### src/rtl/mem_port_arbiter.sv
// mem_port_arbiter: shares one single-port memory between an instruction
// fetch port and a MEM-stage data port. Data accesses have priority; each
// grant runs IDLE/RESP -> ACCESS (WAIT_CYCLES cycles) -> RESP.
// Optional build macro: ARB_PERF_CNT_EN enables the fetch-conflict counter
// on conflict_cnt; without it conflict_cnt is tied to zero.
// WAIT_CYCLES must lie in 1..7 (the wait counter is 3 bits wide).
module mem_port_arbiter #(
  parameter int ADDR_W      = 16,
  parameter int DATA_W      = 16,
  parameter int WAIT_CYCLES = 1
) (
  input  logic              clk,
  input  logic              rst_n,
  // fetch port
  input  logic              if_req,
  input  logic [ADDR_W-1:0] if_addr,
  output logic [DATA_W-1:0] if_rdata,
  output logic              if_ready,
  // data port
  input  logic              d_read,
  input  logic              d_write,
  input  logic [ADDR_W-1:0] d_addr,
  input  logic [DATA_W-1:0] d_wdata,
  output logic [DATA_W-1:0] d_rdata,
  output logic              d_ready,
  // memory side
  output logic              mem_en,
  output logic              mem_we,
  output logic [ADDR_W-1:0] mem_addr,
  output logic [DATA_W-1:0] mem_wdata,
  input  logic [DATA_W-1:0] mem_rdata,
  // pipeline stalls and statistics
  output logic              stall_if,
  output logic              stall_mem,
  output logic [15:0]       conflict_cnt
);

  typedef enum logic [1:0] {
    IDLE   = 2'd0,
    ACCESS = 2'd1,
    RESP   = 2'd2
  } state_t;

  localparam logic [2:0] WAIT_LOAD = 3'(WAIT_CYCLES);

  state_t            state_q,    state_d;
  logic [2:0]        wait_q,     wait_d;
  logic              owner_data_q, owner_data_d;
  logic [ADDR_W-1:0] addr_q,     addr_d;
  logic [DATA_W-1:0] wdata_q,    wdata_d;
  logic              we_q,       we_d;
  logic              mem_en_q,   mem_en_d;
  logic              if_ready_q, if_ready_d;
  logic              d_ready_q,  d_ready_d;
  logic [DATA_W-1:0] if_rdata_q, if_rdata_d;
  logic [DATA_W-1:0] d_rdata_q,  d_rdata_d;

  logic d_pend;
  logic if_pend;
  logic grant;
  logic grant_data;

  // Arbitration: a requester being acknowledged this cycle is not pending,
  // so a held request is not granted twice; data beats fetch.
  always_comb begin
    d_pend     = (d_read | d_write) & ~d_ready_q;
    if_pend    = if_req & ~if_ready_q;
    grant      = 1'b0;
    grant_data = 1'b0;
    if (state_q == IDLE || state_q == RESP) begin
      grant      = d_pend | if_pend;
      grant_data = d_pend;
    end
  end

  // Next-state and registered-output computation for the access FSM.
  always_comb begin
    state_d      = state_q;
    wait_d       = wait_q;
    owner_data_d = owner_data_q;
    addr_d       = addr_q;
    wdata_d      = wdata_q;
    we_d         = we_q;
    if_rdata_d   = if_rdata_q;
    d_rdata_d    = d_rdata_q;
    mem_en_d     = 1'b0;
    if_ready_d   = 1'b0;
    d_ready_d    = 1'b0;

    case (state_q)
      IDLE, RESP: begin
        if (grant) begin
          state_d      = ACCESS;
          wait_d       = WAIT_LOAD;
          owner_data_d = grant_data;
          mem_en_d     = 1'b1;
          if (grant_data) begin
            addr_d  = d_addr;
            wdata_d = d_wdata;
            // simultaneous read and write resolves to a write
            we_d    = d_write;
          end else begin
            addr_d  = if_addr;
            wdata_d = '0;
            we_d    = 1'b0;
          end
        end else begin
          state_d = IDLE;
        end
      end

      ACCESS: begin
        wait_d = wait_q - 3'd1;
        if (wait_q <= 3'd1) begin
          wait_d  = 3'd0;
          state_d = RESP;
          if (owner_data_q) begin
            d_ready_d = 1'b1;
            // a store leaves the load-data register untouched
            if (!we_q) begin
              d_rdata_d = mem_rdata;
            end
          end else begin
            if_ready_d = 1'b1;
            if_rdata_d = mem_rdata;
          end
        end
      end

      default: begin
        state_d = IDLE;
      end
    endcase
  end

  // State and output registers; reset aborts any access in flight.
  always_ff @(posedge clk or negedge rst_n) begin
    if (!rst_n) begin
      state_q      <= IDLE;
      wait_q       <= 3'd0;
      owner_data_q <= 1'b0;
      addr_q       <= '0;
      wdata_q      <= '0;
      we_q         <= 1'b0;
      mem_en_q     <= 1'b0;
      if_ready_q   <= 1'b0;
      d_ready_q    <= 1'b0;
      if_rdata_q   <= '0;
      d_rdata_q    <= '0;
    end else begin
      state_q      <= state_d;
      wait_q       <= wait_d;
      owner_data_q <= owner_data_d;
      addr_q       <= addr_d;
      wdata_q      <= wdata_d;
      we_q         <= we_d;
      mem_en_q     <= mem_en_d;
      if_ready_q   <= if_ready_d;
      d_ready_q    <= d_ready_d;
      if_rdata_q   <= if_rdata_d;
      d_rdata_q    <= d_rdata_d;
    end
  end

`ifdef ARB_PERF_CNT_EN
  logic [15:0] conflict_q, conflict_d;
  logic        conflict_hit;

  // Count cycles where a waiting fetch loses to a data access that either
  // owns the port now or is being granted this cycle; saturates at all-ones.
  always_comb begin
    conflict_hit = if_req & ~if_ready_q &
                   (((state_q == ACCESS) & owner_data_q) | (grant & grant_data));
    conflict_d   = conflict_q;
    if (conflict_hit && conflict_q != 16'hFFFF) begin
      conflict_d = conflict_q + 16'd1;
    end
  end

  // Conflict counter register.
  always_ff @(posedge clk or negedge rst_n) begin
    if (!rst_n) begin
      conflict_q <= 16'd0;
    end else begin
      conflict_q <= conflict_d;
    end
  end

  assign conflict_cnt = conflict_q;
`else
  assign conflict_cnt = 16'd0;
`endif

  assign if_rdata  = if_rdata_q;
  assign if_ready  = if_ready_q;
  assign d_rdata   = d_rdata_q;
  assign d_ready   = d_ready_q;
  assign mem_en    = mem_en_q;
  // write enable only qualifies the access window, never an idle bus
  assign mem_we    = we_q & (state_q == ACCESS);
  assign mem_addr  = addr_q;
  assign mem_wdata = wdata_q;
  assign stall_if  = if_req & ~if_ready_q;
  assign stall_mem = (d_read | d_write) & ~d_ready_q;

endmodule
### config.mk
export PLATFORM = sky130hd
export DESIGN_NAME = mem_port_arbiter
export DESIGN_NICKNAME = d
export VERILOG_FILES = /design/src/rtl/mem_port_arbiter.sv
export SDC_FILE = /design/constraint.sdc
export NUM_CORES = 1
export LEC_CHECK = 0
export ABC_CLOCK_PERIOD_IN_PS = 2800
export BUFFER_PORTS_ARGS = -buffer_cell sky130_fd_sc_hd__buf_2
export CAP_MARGIN = 20
export CORE_MARGIN = 2
export CORE_UTILIZATION = 45
export CTS_CLUSTER_DIAMETER = 150
export CTS_CLUSTER_SIZE = 8
export DETAILED_ROUTE_END_ITERATION = 8
export MAX_ROUTING_LAYER = met4
export PLACE_DENSITY = 0.79
export SLEW_MARGIN = 20
export SYNTH_ARGS = -nofsm -noshare
export SYNTH_HDL_FRONTEND = slang
export SYNTH_SLANG_ARGS = --single-unit
### constraint.sdc
create_clock -name clk -period 2.8 [get_ports clk]
set_input_delay 0.42 -clock clk [delete_from_list [all_inputs] [get_ports clk]]
set_output_delay 0.42 -clock clk [all_outputs]
set_load 0.1 [all_outputs]
# Word-level counts from Yosys, hierarchy flattened
# Index checks and enable logic that the tools add are counted.
classes:
  addsub: 1
  order_cmp: 1
  n_eq_ne: 4
  mux: 19
  bitwise_logic: 9
  n_reduce_logical: 8
ops:
  columns: ["op", "n"]
  rows:
  - ["16-bit 2-to-1 mux", 2]
  - ["1-bit 2-to-1 mux", 12]
  - ["3-bit 2-to-1 mux", 2]
  - ["3-bit one-hot mux with 2 select lines", 1]
  - ["2-bit inequality test (second input constant)", 2]
  - ["1-bit NOT", 4]
  - ["2-bit one-hot mux with 2 select lines", 1]
  - ["2-bit AND reduction", 2]
  - ["4-bit AND reduction", 1]
  - ["1-bit AND", 3]
  - ["3-bit by 1-bit less-or-equal comparator with 1-bit output (second input constant)", 1]
  - ["3-bit AND reduction", 1]
  - ["3-bit by 1-bit subtractor with 3-bit output (second input constant)", 1]
  - ["2-bit by 1-bit equality test with 1-bit output (second input constant)", 1]
  - ["2-bit equality test (second input constant)", 1]
  - ["2-bit zero test", 1]
  - ["2-bit 2-to-1 mux", 1]
  - ["1-bit bitwise OR", 2]
  - ["2-bit nonzero test", 1]
  - ["2-bit OR reduction", 1]
  - ["1-bit logical OR", 1]
totals:
  reg_bits: 74
  output_inout_bits: 86
  word_cells: 53

# Longest topological paths before layout
depth:
  ltp_word: 6
  mapped_depth: 7
  depth_no_buf: 5

# Least setup slack after synthesis
# Ideal clock, no wire load.
synth_timing:
  kind: "flip-flop to output port"
  startpoint: "reg if_ready_q (netlist: if_ready)"
  endpoint: "out stall_if"
  arrival_ps: 2218
  required_time_ps: 2380
  slack_ps: 162
  path_stages_with_launch: 2
  path_cell_list: "dfrtp_1 nor2b_1"
synth_via:
  elab_chain_cells: 2
synth_rtl:
  columns: ["item", "line_no", "source"]
  rows:
  - ["start, declared", "53", "logic if_ready_q, if_ready_d;"]
  - ["start signal, assigned", "158", "if_ready_q <= if_ready_d;"]
  - ["1-bit NOT", "203", "assign stall_if = if_req & ~if_ready_q;"]
  - ["1-bit AND", "203", null]
  - ["end, declared", "33", "output logic stall_if,"]
# No other way between the ends.

# Worst setup path after layout
layout_timing:
  startpoint: "reg state_q[0]"
  endpoint: "out mem_we"
layout_via:
  elab_chain_cells: 2
layout_rtl:
  columns: ["item", "line_no", "source"]
  rows:
  - ["start, declared", "46", "state_t state_q, state_d;"]
  - ["start signal, assigned", "151", "state_q <= state_d;"]
  - ["2-bit by 1-bit equality test with 1-bit output", "200", "assign mem_we = we_q & (state_q == ACCESS);"]
  - ["1-bit AND", "200", null]
  - ["end, declared", "28", "output logic mem_we,"]
# No other way between the ends.

==> key figures <==
GRT
  • Pin count of the biggest net entering global routing: 75
  • Gr ovfl total: 0
  • GR Util met2: 0.292
  • First-pass GRT wire length: 10400 microns
  • Global-route usage over all layers: 0.182
  • GRT met3 Usage: 0.0351
  • Initial antenna violation count: 0
  • M1 GR Usage: 0.226
  • Vias in the first global route: 2195
  • GRT Max-Usage Layer: met2

Synth
  • Main combinational cell family by area after synthesis: multiplexers
  • Post-synth top flop: dfrtp_1
  • Syn Std Cell Area: 3110 sq um
  • Synth Area in Compound Gates: 0.121
  • EDFF count, synth: 0
  • Syn avg cell area: 14.4 sq um
  • Synth Area in XOR/XNOR: 0.00282
  • Mux cell area share after synthesis: 0.128
  • Cells after Synth: 216
  • Synth async-reset ratio: 1.00
  • Simple-Gate Fraction of Synth Area: 0.0725
  • Synth Warn #: 0
  • Sequential area share after synthesis: 0.596
  • Seq cells post-synth: 74
  • Synth unique cells: 33
  • Post-Synth Adder-Cell Area: 0.00806

Timing
  • Hold Fails Final Rpt: 0
  • Slew margin rel.: 0.393
  • Worst Max-Slew Pin Slew: 0.911 ns
  • RSZ-0062 raised after global routing: no
  • Tcrit/Tclk final: 0.777
  • Max Slew Vio Count: 0
  • # setup viols final: 0
  • Clk_skew: 0.0165 ns
  • Hold_ws: 0.214 ns
  • FMAX: 460 MHz
  • Period minus WS final: 2.18 ns
  • Worst Setup Slack, final: 0.624 ns
  • Setup_tns: 0 ns

Status
  • Status: completed

Clock network
  • TritonCTS Sinks: 74
  • CTS tree: done
  • Cts repair resizes: 0
  • Worst-path clk slew: 0.07 ns
  • Postcts setup bufs: 0
  • CTS buffer count: 9
  • Worst-Skew Late Latency: 0.33 ns
  • H-tree Lvls: 3
  • CTS root buf: clkbuf_8
  • Clock tree buffer depth: 2
  • Hold_buf cts: 0

Floorplan
  • Row count: 30
  • Die W: 87.1 microns
  • Num ports: 155
  • Die H: 87.1 microns
  • Die outline area: 7580 sq um
  • Initial Util: 0.462
  • Core area: 6720 sq um

Worst setup path
  • FF-to-FF path depth: 3
  • Worst setup SP type: register
  • CP max FO: 13
  • Critical path class: register to output port
  • Crit path buffers/inverters: 1
  • Worst reg2reg setup slack: 0.82 ns
  • Worst r2r dst: d_rdata[10]
  • CP peak stage delay: 0.56 ns
  • Critical Path RT: 2.38 ns
  • Critical-path cell list: nor2b_1 -> and2_1 -> buf_2
  • Top delay family on crit path: flip-flops
  • Worst r2r src: state_q[0]
  • Worst Setup End Kind: output port
  • CP Data Arrival Time: 1.76 ns
  • Slowest stage cell on the critical path: dfrtp_1

Placement
  • Buffers on Ports: 138
  • Placed instance count: 423
  • Placement Setup Slack: 0.739 ns
  • Routability Congestion: 0.826
  • Post-DP HPWL: 4840 microns

Finish
  • Ant. Diodes: 0
  • Share of layout cells above drive strength 1: 0.540
  • Fin cells: 439
  • Nets@finish: 425
  • Fill cells: 576
  • Synthesis-to-finish area growth: 28.2%

Flow run
  • Max Cap Violations: 0

Routing
  • Initial detailed-routing violation count: 86
  • ANT nets after route: 0
  • WL/cell: 15.3 microns
  • Drt pass-1 iters: 4
  • # DRC: 0
  • Via density per instance: 5.13
  • Final wirelength: 6710 microns
  • Vias: 2252

Min path
  • Worst Hold Class: primary input to async pin
-- worst register-to-register path: stages (launching register included) --
cell and delay [ns]:
dfrtp_1 0.56, nand2b_1 0.25, or4_4 0.70, mux2_4 0.36
-- synthesized netlist by cell type, types with 2 or more instances --
cell type / n / area, sq um
nand2b_1: 2 / 12.5
clkbuf_1: 6 / 22.5
dfrtp_1: 74 / 1850
a221o_1: 16 / 160
buf_4: 16 / 120
nand2_1: 3 / 11.3
nor2b_1: 3 / 18.8
mux2_4: 10 / 150
buf_2: 5 / 25.0
mux2_2: 22 / 248
and2_1: 2 / 12.5
a22o_1: 17 / 149
inv_1: 4 / 15.0
nor3b_1: 16 / 120
ha_1: 2 / 25.0
-- how the worst max path moves through the flow --
stage	end	cells past startpoint	slack (ns)	start
6_report	mem_we	3	0.62	state_q[0]
5_1_grt	mem_we	3	0.47	state_q[0]
4_1_cts	mem_we	3	0.61	state_q[0]
3_5_place_dp	mem_wdata[4]	5	0.74	d_write
3_3_place_gp	wait_q[1]	5	0.50	d_read
2_1_floorplan	stall_if	1	0.16	if_ready
-- stage by stage --
step | area, sq um | util
after global placement | 3780 | 0.563
after CTS | 3980 | 0.592
after detailed placement | 3780 | 0.563
final | 3980 | 0.593
after global routing | 3980 | 0.593
after floorplan | 3160 | -
-- area by class of cell --
class / count / area, sq um / share of cell area
inverter: 4 / 15.0 / 0.00377
tap: 80 / 100 / 0.0251
clock inverter: 4 / 51.3 / 0.0129
sequential: 74 / 1850 / 0.465
clock buffer: 12 / 145 / 0.0364
timing repair buffer: 142 / 723 / 0.182
multi-input combinational: 123 / 1100 / 0.275
-- cell families after synthesis --
logic type               count (synthesis)
AND/OR/NAND/NOR                         31
multiplexers                            32
buffers and inverters                   34
XOR/XNOR                                 1
other                                    1
adder cells (fa/ha/maj)                  2
AO/OA/AOI/OAI                           41
flip-flops                              74
-- cells in the final DEF (no fill, tap or decap) --
master / instances
buf_2: 137
dfrtp_1: 74
mux2_2: 22
a22o_1: 17
nor3b_1: 16
a221o_1: 16
conb_1: 16
mux2_4: 10
clkbuf_8: 10
buf_4: 5
inv_1: 4
nor2b_1: 3
nand2_1: 3
nand2b_1: 2
and2_1: 2
ha_1: 2
clkbuf_1: 2
o21bai_1: 1
or3b_2: 1
o21a_2: 1
o21ba_4: 1
nor4_4: 1
nor3_1: 1
o21ai_0: 1
o211ai_1: 1
or4_4: 1
o32ai_1: 1
xnor2_1: 1
o22ai_1: 1
nor2_2: 1
a21o_1: 1
clkinv_4: 1
clkinv_2: 1
clkinvlp_4: 1
bufinv_16: 1
-- registers in the layout (all words and copies together) (netlist names), 2 cells and up --
register,count
d_rdata,16
if_rdata,16
mem_addr,16
mem_wdata,16
state_q,2
wait_q,3
-- routing by layer --
layer,vias up,share of wire
li1,1034,-
met1,1122,0.43
met2,85,0.51
met3,11,0.053
met4,0,0.011
met5,-,0
Power is not shown: default switching activity piles up to over one toggle a cycle in this logic, so the estimate is an artifact.
